## config.mk

```make
export PLATFORM = sky130hd
export DESIGN_NAME = serial_adder_ctrl
export DESIGN_NICKNAME = d
export VERILOG_FILES = /design/src/rtl/serial_adder_ctrl.sv
export SDC_FILE = /design/constraint.sdc
export NUM_CORES = 1
export LEC_CHECK = 0
export CORE_AREA = 2 2 61 63
export DETAILED_ROUTE_END_ITERATION = 10
export DIE_AREA = 0 0 63 65
export PLACE_DENSITY = 0.75
export SYNTH_ARGS = -nofsm -noshare
export SYNTH_HDL_FRONTEND = slang
export SYNTH_SLANG_ARGS = --single-unit
```

## constraint.sdc

```tcl
create_clock -name clk -period 1.8 [get_ports clk]
set_input_delay 0.36 -clock clk [delete_from_list [all_inputs] [get_ports clk]]
set_output_delay 0.36 -clock clk [all_outputs]
set_load 0.02 [all_outputs]
```

## src/rtl/serial_adder_ctrl.sv

```systemverilog
// Bit-serial adder controller: one full_adder cell, one bit pair per clock,
// LSB first, with the ripple carry held in a flip-flop between cycles.
// The result and carry-out are registered and only update on the edge that
// raises the one-cycle done pulse.

module full_adder (
  input  logic a,
  input  logic b,
  input  logic cin,
  output logic s,
  output logic cout
);

  assign s    = a ^ b ^ cin;
  assign cout = (a & b) | (cin & (a ^ b));

endmodule

module serial_adder_ctrl #(
  parameter int WIDTH = 8
) (
  input  logic             clk,
  input  logic             rst_n,
  input  logic             start,
  input  logic [WIDTH-1:0] a,
  input  logic [WIDTH-1:0] b,
  input  logic             cin,
  output logic             busy,
  output logic             done,
  output logic [WIDTH-1:0] sum,
  output logic             cout
);

  // Bit counter needs to reach WIDTH-1; a 1-bit counter still exists for WIDTH=1.
  localparam int CW = (WIDTH > 1) ? $clog2(WIDTH) : 1;
  localparam logic [CW-1:0] LAST_BIT = CW'(WIDTH - 1);

  typedef enum logic [1:0] {
    IDLE = 2'd0,
    RUN  = 2'd1,
    DONE = 2'd2
  } state_t;

  state_t r_state;
  state_t w_next;

  logic [WIDTH-1:0] r_aSh;
  logic [WIDTH-1:0] r_bSh;
  logic [WIDTH-1:0] r_rSh;
  logic [WIDTH-1:0] r_sum;
  logic [CW-1:0]    r_cnt;
  logic             r_carry;
  logic             r_cout;

  logic             w_load;
  logic             w_step;
  logic             w_last;
  logic             w_s;
  logic             w_cout;
  logic [WIDTH-1:0] w_rNext;

  // The single adder cell; the carry chain is built over time through r_carry.
  full_adder u_fa (
    .a    (r_aSh[0]),
    .b    (r_bSh[0]),
    .cin  (r_carry),
    .s    (w_s),
    .cout (w_cout)
  );

  // Next result shift value: new sum bit enters at the MSB, older bits move down.
  always_comb begin
    w_rNext            = r_rSh >> 1;
    w_rNext[WIDTH-1]   = w_s;
  end

  // State register; reset aborts any operation in flight.
  always_ff @(posedge clk or negedge rst_n) begin
    if (!rst_n) begin
      r_state <= IDLE;
    end else begin
      r_state <= w_next;
    end
  end

  // Next-state and datapath control; start is only honoured in IDLE or DONE.
  always_comb begin
    w_next = r_state;
    w_load = 1'b0;
    w_step = 1'b0;
    w_last = 1'b0;
    case (r_state)
      IDLE: begin
        if (start) begin
          w_load = 1'b1;
          w_next = RUN;
        end
      end
      RUN: begin
        w_step = 1'b1;
        if (r_cnt == LAST_BIT) begin
          w_last = 1'b1;
          w_next = DONE;
        end
      end
      DONE: begin
        if (start) begin
          w_load = 1'b1;
          w_next = RUN;
        end else begin
          w_next = IDLE;
        end
      end
      default: begin
        w_next = IDLE;
      end
    endcase
  end

  // Operand/result shifting, carry flop and bit counter; sum/cout latch on the last bit.
  always_ff @(posedge clk or negedge rst_n) begin
    if (!rst_n) begin
      r_aSh   <= '0;
      r_bSh   <= '0;
      r_rSh   <= '0;
      r_carry <= 1'b0;
      r_cnt   <= '0;
      r_sum   <= '0;
      r_cout  <= 1'b0;
    end else if (w_load) begin
      r_aSh   <= a;
      r_bSh   <= b;
      r_carry <= cin;
      r_cnt   <= '0;
    end else if (w_step) begin
      r_aSh   <= r_aSh >> 1;
      r_bSh   <= r_bSh >> 1;
      r_rSh   <= w_rNext;
      r_carry <= w_cout;
      r_cnt   <= r_cnt + CW'(1);
      if (w_last) begin
        r_sum  <= w_rNext;
        r_cout <= w_cout;
      end
    end
  end

  assign busy = (r_state == RUN);
  assign done = (r_state == DONE);
  assign sum  = r_sum;
  assign cout = r_cout;

endmodule

```

After elaboration in Yosys (flattened, before gate mapping)
Cells that the tools add are included.
Storage, ports and cells
  input bits: 20
  bits in read-only memories: 0
  latch bits: 0
  memories: 0
  memory bits (writable): 0
  word-level logic and storage cells: 43
  register bits after elaboration: 39
Cells by class
  bitwise logic cells: 6
  eq/ne operators: 5
  divide/modulo/power cells: 0
  order comparisons: 0
  $add $sub $neg: 1
  reduce and logical (&&, ||, !) cells: 6
  $mul: 0
  shift-type cells: 0
  mux-type cells: 17
Operators by type and width (number)
  2-to-1 mux 8 bit: 4
  2-to-1 mux 1 bit: 8
  2-to-1 mux 3 bit: 2
  case mux 2 bit (3 select lines): 1
  2-to-1 mux 2 bit: 2
  AND reduction 2 bit: 2
  adder 3 x 1 -> 3 bit (second input constant): 1
  equality test 3 bit (second input constant): 1
  AND reduction 3 bit: 1
  bitwise AND 1 bit: 2
  equality test 2 x 1 -> 1 bit (second input constant): 1
  equality test 2 bit (second input constant): 1
  logical NOT 2 bit: 1
  inequality test 2 x 1 -> 1 bit (second input constant): 1
  inequality test 2 bit (second input constant): 1
  nonzero test 2 bit: 1
  OR reduction 2 bit: 1
  bitwise XOR 1 bit: 2
  inverter 1 bit: 1
  OR 1 bit: 1

Depth between registers and ports, before layout
Gate-level depths: netlist (run 1).
  depth after elaboration: 5
  depth in mapped cells: 6
  mapped depth without buffers: 4

Cells and area by module
A second synthesis (run 1) with hierarchy kept.
Second synthesis, totals
  cells, all modules: 132
  area total of the unflattened synthesis: 1900.6 µm²
Modules (own cells, without submodules)
  serial_adder_ctrl: area an instance 1880.6 µm², cells each 131, instances 1
  full_adder: area an instance 20.0 µm², cells each 1, instances 1

Worst setup path before layout (run 1)
No wires, ideal clock.
  kind: reg-to-reg
  from: reg r_cnt[0]
  to: reg r_cnt[2]
  data arrival time: 1.277 ns
  clock period less this slack: 1.398 ns
  required time: 1.679 ns
  slack: 0.402 ns
  setup time: 0.121 ns
  buffers on the path: 0
  stages on the path, launching flop included: 5
  cell sequence: dfrtp_1 > ha_1 > ha_1 > mux2_2 > a22o_1
On the way
  word-level cells in the longest chain between the ends: 3
Ends and longest elaborated chain
  start, declared: line 51  | logic [CW-1:0] r_cnt;
  start signal, assigned: line 140  | r_cnt <= r_cnt + CW'(1);
  adder 3 x 1 -> 3 bit: line 140
  2-to-1 mux 3 bit: line 135  | end else if (w_step) begin
  2-to-1 mux 3 bit: line 130  | end else if (w_load) begin
Every way passes these cells. The select of a mux whose other input is x is not followed.
A chain may end at the register's enable or synchronous reset.

Final worst setup path (run 1)
  from: reg r_sum[0] (netlist: sum[0])
  to: out sum[0]
RTL lines
  start, declared: line 50  | logic [WIDTH-1:0] r_sum;
  start signal, assigned: line 142  | r_sum <= w_rNext;
  end, declared: line 30  | output logic [WIDTH-1:0] sum,
No word-level cell between the ends.

==> out/metrics.yaml, run 1 <==
outcome:
  status: "completed"
finish:
  area_growth_pct: 28.0
  multi_input_area_um2: 642
  utilization_pct: 60.4
  layout-drive-gt1-share_pct: 16.2
  diodes: 0
  regArea_um2: 951
  num-nets-final: 207
  num-fill-cells: 318
floorplanning:
  die-height_um: 65
  chipWidth_um: 63
  floorplan.rows: 22
  core_area_um2: 3500
  io_pins: 31
  die_area_um2: 4100
  start_util_pct: 47.2
setup_path:
  path_class: "register to output pin"
  crit_chain: "clkdlybuf4s50_1"
  cp.depth: 1
  cp_max_fo: 2
  worstSetupEndpointType: "output pin"
  max_stage_delay_ps: 600
  startpoint_type: "register"
  slowest_stage: "clkdlybuf4s50_1"
  reg2regPathDepth: 4
  timing.critical_path.buf_inv: 1
  required_ps: 1440
  path_delay_family: "buffers and inverters"
  crit_arrival_ps: 1320
min_path:
  hold_path_class: "input pin to asynchronous set/reset pin"
logic_synthesis:
  synthCells: 149
  synth_seq_cells: 38
  avgSynthCellArea_um2: 11.1
  ys_types: 25
  ys_seq_area_share_pct: 57.6
  ys.warnings.count: 0
  synth_fp_nets: 172
  syn_area_um2: 1650
placement:
  numPortBuffers: 30
  pre_cts_ws_ps: 247
  place_hpwl_um: 2120
  globalplace.congestion: 0.767
cts:
  cts_tree: "yes"
  ctsHoldBuffers: 0
  htreeDepth: 2
  clkTransAtPathRegs_ps: 120
  root_buffer: "clkbuf_4"
  clock-sinks: 38
  clock_path_buffers: 2
  postCtsSetupRepairBufs: 0
  clk_latency_ps: 350
  cts_made_buffers: 5
timing:
  skew_ps: 14.7
  fmax_mhz: 597
  rsz0062_at_grt: "no"
  tns_ps: 0
  finalMaxSlewViolations: 0
  worst_slack_ps: 125
  finalHoldViolations: 0
  post-route-period-util_pct: 93.1
  setup_viol: 0
  max_slew_margin_pct: 68.2
  tightest_slew_ps: 477
  fin_crit_ps: 1680
global_route:
  grt_pass1_wl_um: 5540
  first_global_vias: 1273
  overflow: 0
  grt_antenna_before_repair: 0
  track_usage_pct: 17.6
  grt_max_degree: 39
job:
  maxCapViolations: 0
drt:
  routedWlPerCell_um: 13.3
  drtIter0Drc: 60
  drt_wl_total_um: 3100
  drtPass1Iterations: 4
  drc: 0
  drt-vias-per-instance: 5.28
  antenna_left: 0
  vias: 1231
pwr:
  ir_worst_vdd_mv: 0.776
  leakage_uw: 0.000943
  power_density_nw_per_um2: 1790
cell families after synthesis:
logic type / synth area share, %
AOI/OAI and AO/OA: 9.78
buffers and inverters: 3.49
DFF: 57.6
and+or+nand+nor: 15.8
muxes: 10.5
adders and majority gates: 2.73
report_power, final:
| group | switching [µW] | total, µW | internal (µW) |
|---|---|---|---|
| clock network | 298 | 733 | 434 |
| logic | 783 | 1540 | 753 |
| registers | 256 | 1510 | 1250 |
synth_stat cells, drive strengths merged:
| cell type | number | area share, % |
|---|---|---|
| dfrtp | 38 | 58 |
| nand2 | 23 | 5.7 |
| nor2 | 12 | 2.7 |
| mux2 | 11 | 7.5 |
| nor3 | 10 | 3.0 |
| o22ai | 10 | 3.8 |
| buf | 6 | 2.4 |
| nor2b | 6 | 2.3 |
| mux2i | 5 | 3.0 |
| a211oi | 4 | 1.8 |
| a21oi | 4 | 1.2 |
| a22o | 3 | 1.6 |
| clkbuf | 3 | 0.68 |
| nand3 | 3 | 0.91 |
| o21ai | 3 | 0.91 |
| ha | 2 | 1.5 |
| inv | 2 | 0.45 |
| nand2b | 2 | 1.2 |
| a22oi | 1 | 0.46 |
| fa | 1 | 1.2 |
state kept, by name, indices dropped and copies added, names as in the netlist:
register and cells:
r_aSh 8, r_bSh 8, sum 8, r_rSh 7
r_cnt 3, r_state 2, cout 1, r_carry 1
through the flow:
stage / cell area (µm²) / power, µW / hold WS [ps] / cells
CTS: 2110 / 3820 / 32.7 / 233
global placement: 2010 / 3000 / 428 / 225
floorplan: 1650 / 2550 / 64.4 / 149
detailed placement: 2010 / 3090 / 433 / 225
finish: 2110 / 3780 / 25.5 / 233
global route: 2110 / 4080 / 62.3 / 233
layout by cell type, fill, tap and decap left out:
cell type | synthesis | layout
nand2b_1 | 1 | 1
nand3_1 | 3 | 3
a211oi_1 | 4 | 4
nor3_1 | 10 | 10
inv_2 | 1 | 1
a22o_1 | 3 | 3
buf_2 | 4 | 1
a22oi_1 | 1 | 1
ha_1 | 2 | 2
a21oi_1 | 4 | 4
o21ai_0 | 3 | 3
mux2_2 | 11 | 11
nand2_1 | 22 | 22
nand2_4 | 1 | 1
dlygate4sd2_1 | 0 | 2
clkbuf_4 | 0 | 5
bufinv_16 | 0 | 2
nor2b_1 | 6 | 6
fa_1 | 1 | 1
mux2i_1 | 5 | 5
dfrtp_1 | 38 | 38
nand2b_4 | 1 | 1
nor2_1 | 12 | 12
clkinv_4 | 0 | 1
buf_4 | 1 | 7
inv_1 | 1 | 1
o22ai_1 | 10 | 10
clkdlybuf4s50_1 | 0 | 27
area by class of cell:
type                       instances  share of cell area [%]
timing repair buffer              37                    16.4
clock buffer                       5                    1.78
multi-input combinational        100                    30.4
clock inverter                     3                    3.26
inverter                           2                   0.355
tap                               48                    2.84
sequential                        38                    45.0
timing repair:
action                                  4_1_cts  5_1_grt
endpoints found under the setup margin        2        0
hold endpoints to repair                      0        0
resized for setup                             2        0
worst paths after layout:
kind                          start        to  slack [ps]
hold / removal                rst_n    sum[0]          30
setup / recovery             sum[0]    sum[0]         120
min in group clk           r_rSh[7]  r_rSh[6]         500
max in group asynchronous     rst_n  r_bSh[3]        1430
setup reg to reg           r_cnt[0]  r_cnt[2]         340
hold reg to reg            r_rSh[7]  r_rSh[6]         500
per-layer routing:
metal	vias to the layer above	global-route usage, %	share of wire (%)
met5	-	0	0
met1	595	20.4	42
met4	0	9.44	2.4
li1	591	-	-
met3	9	5.03	5.3
met2	36	29.5	50
(Power assumes the default switching activity.)
==> run 2: changes to the inputs <==
- CAP_MARGIN: unset -> 20
- clock period: 1.8 -> 1.9 ns (I/O delays scaled with it)
==> run 2 against run 1 <==
Register-to-register slack improved by 70 ps. Critical path depth is the same. Die area did not move. Total power shrank 9.0%. Non-clock buffer count is the same. Critical path type unchanged. Largest power group unchanged. Highest routed layer unchanged.
==> out/metrics.yaml, run 2 (synthesis results as in run 1) <==
setup_path:
  required_ps: 1520  # +80 ps
  cp.depth: 1  # unchanged
  timing.critical_path.buf_inv: 1  # unchanged
  worstSetupEndpointType: "output pin"
  max_stage_delay_ps: 600  # about the same
  r2r_slack_ps: 410  # +70 ps
  crit_chain: "clkdlybuf4s50_1"
  crit_start: "sum[6]"
  path_class: "register to output pin"
  crit_arrival_ps: 1310  # about the same
  r2r-end: "r_cnt[2]"
  path_delay_family: "buffers and inverters"
  startpoint_type: "register"
  worstSetupEndpoint: "sum[6]"
  cp_max_fo: 2  # unchanged
  timing.rr.start: "r_cnt[0]"
  reg2regPathDepth: 4  # unchanged
  slowest_stage: "clkdlybuf4s50_1"
drt:
  vias: 1228  # -0.24%
  routedWlPerCell_um: 13.3  # -0.16%
  drtPass1Iterations: 4  # unchanged
  antenna_left: 0  # unchanged
  drt-vias-per-instance: 5.27  # -0.24%
  drtIter0Drc: 60  # unchanged
  drc: 0  # unchanged
  drt_wl_total_um: 3100  # -0.16%
pwr:
  leakage_uw: 0.000933  # -1.1%
  ir_worst_vdd_mv: 0.634  # -18%
  power_density_nw_per_um2: 1650  # -7.8%
global_route:
  grt_antenna_before_repair: 0  # unchanged
  first_global_vias: 1243  # -2.4%
  grt_pass1_wl_um: 5490  # -0.99%
  overflow: 0  # unchanged
  grt_max_degree: 39  # unchanged
  track_usage_pct: 17.8  # +0.18 points
timing:
  post-route-period-util_pct: 89.2
  tns_ps: 0  # unchanged
  rsz0062_at_grt: "no"
  setup_viol: 0  # unchanged
  max_slew_margin_pct: 67.2  # -1.0 points
  finalHoldViolations: 0  # unchanged
  tightest_slew_ps: 492  # +15.3 ps
  finalMaxSlewViolations: 0  # unchanged
  fin_crit_ps: 1690
  whs_ps: 42.5  # +17.0 ps
  worst_slack_ps: 206  # +81.1 ps
  skew_ps: 8.36  # -6.34 ps
  fmax_mhz: 590
cts:
  htreeDepth: 2  # unchanged
  post_cts_resized: 2  # unchanged
  ctsHoldBuffers: 0  # unchanged
  clk_latency_ps: 360  # about the same
  root_buffer: "clkbuf_4"
  clock-sinks: 38  # unchanged
  clkTransAtPathRegs_ps: 110  # about the same
  clock_path_buffers: 2  # unchanged
  cts_made_buffers: 5  # unchanged
  cts_tree: "yes"
  postCtsSetupRepairBufs: 0  # unchanged
finish:
  layout_commonest_cell: "dfrtp_1"
  fin_area_um2: 2080  # -1.4%
  layout-drive-gt1-share_pct: 16.2  # unchanged
  num-fill-cells: 307  # -3.5%
  area_growth_pct: 26.2
  diodes: 0  # unchanged
  num-nets-final: 207  # unchanged
  final_cell_mix: "dfrtp_1 (38), clkdlybuf4s50_1 (27), nand2_1 (22)"
placement:
  numPortBuffers: 30  # unchanged
  pre_cts_ws_ps: 320  # +72.7 ps
  place_hpwl_um: 2180  # +3.0%
  placed_area_um2: 2010  # unchanged
  globalplace.congestion: 0.742  # -3.2%
min_path:
  hold_path_class: "input pin to asynchronous set/reset pin"
outcome:
  status: "completed"
floorplanning:
  die_area_um2: 4100  # unchanged
  die-height_um: 65  # unchanged
  start_util_pct: 47.2  # unchanged
  core_area_um2: 3500  # unchanged
  chipWidth_um: 63  # unchanged
  io_pins: 31  # unchanged
  floorplan.rows: 22  # unchanged
job:
  maxCapViolations: 0  # unchanged
## run 2: worst min-delay path by stage
stage          cells past startpoint  slack [ps]       end   from
2_1_floorplan                      0          80      cout  rst_n
3_3_place_gp                       2         450    sum[0]  rst_n
3_5_place_dp                       2         460  r_rSh[1]  rst_n
4_1_cts                            2          60  r_rSh[1]  rst_n
5_1_grt                            2          70    sum[3]  rst_n
6_report                           2          40  r_rSh[1]  rst_n
## run 2: per-stage QoR
step	utilization [%]	total power, µW	std cells
after floorplan	-	2420	149
after global routing	59.6	3720	233
after detailed placement	57.4	2940	225
final	59.6	3440	233
after CTS	59.6	3480	233
after global placement	57.4	2840	225
## run 2: power by group
group          switching (µW)  total, µW  internal [µW]
Combinational             743       1460            716
Sequential                247       1440           1190
Clock                     270        543            272
Total                    1260       3440           2180
## run 2: area by class of cell
type | instances | area, µm² | area share [%]
clock buffers | 5 | 37.5 | 1.80
flip-flops and latches | 38 | 951 | 45.6
clock inverters | 3 | 40.0 | 1.92
inverters | 2 | 7.51 | 0.360
multi-input cells | 100 | 642 | 30.8
repair buffers | 37 | 345 | 16.6
well taps | 48 | 60.1 | 2.88
## run 2: routing by layer
layer | GRT usage [%] | up-vias | wire length, µm
li1 | - | 590 | -
met1 | 20.2 | 590 | 1320
met2 | 29.3 | 40 | 1520
met3 | 6.77 | 8 | 180
met4 | 8.89 | 0 | 72
met5 | 0 | - | 0
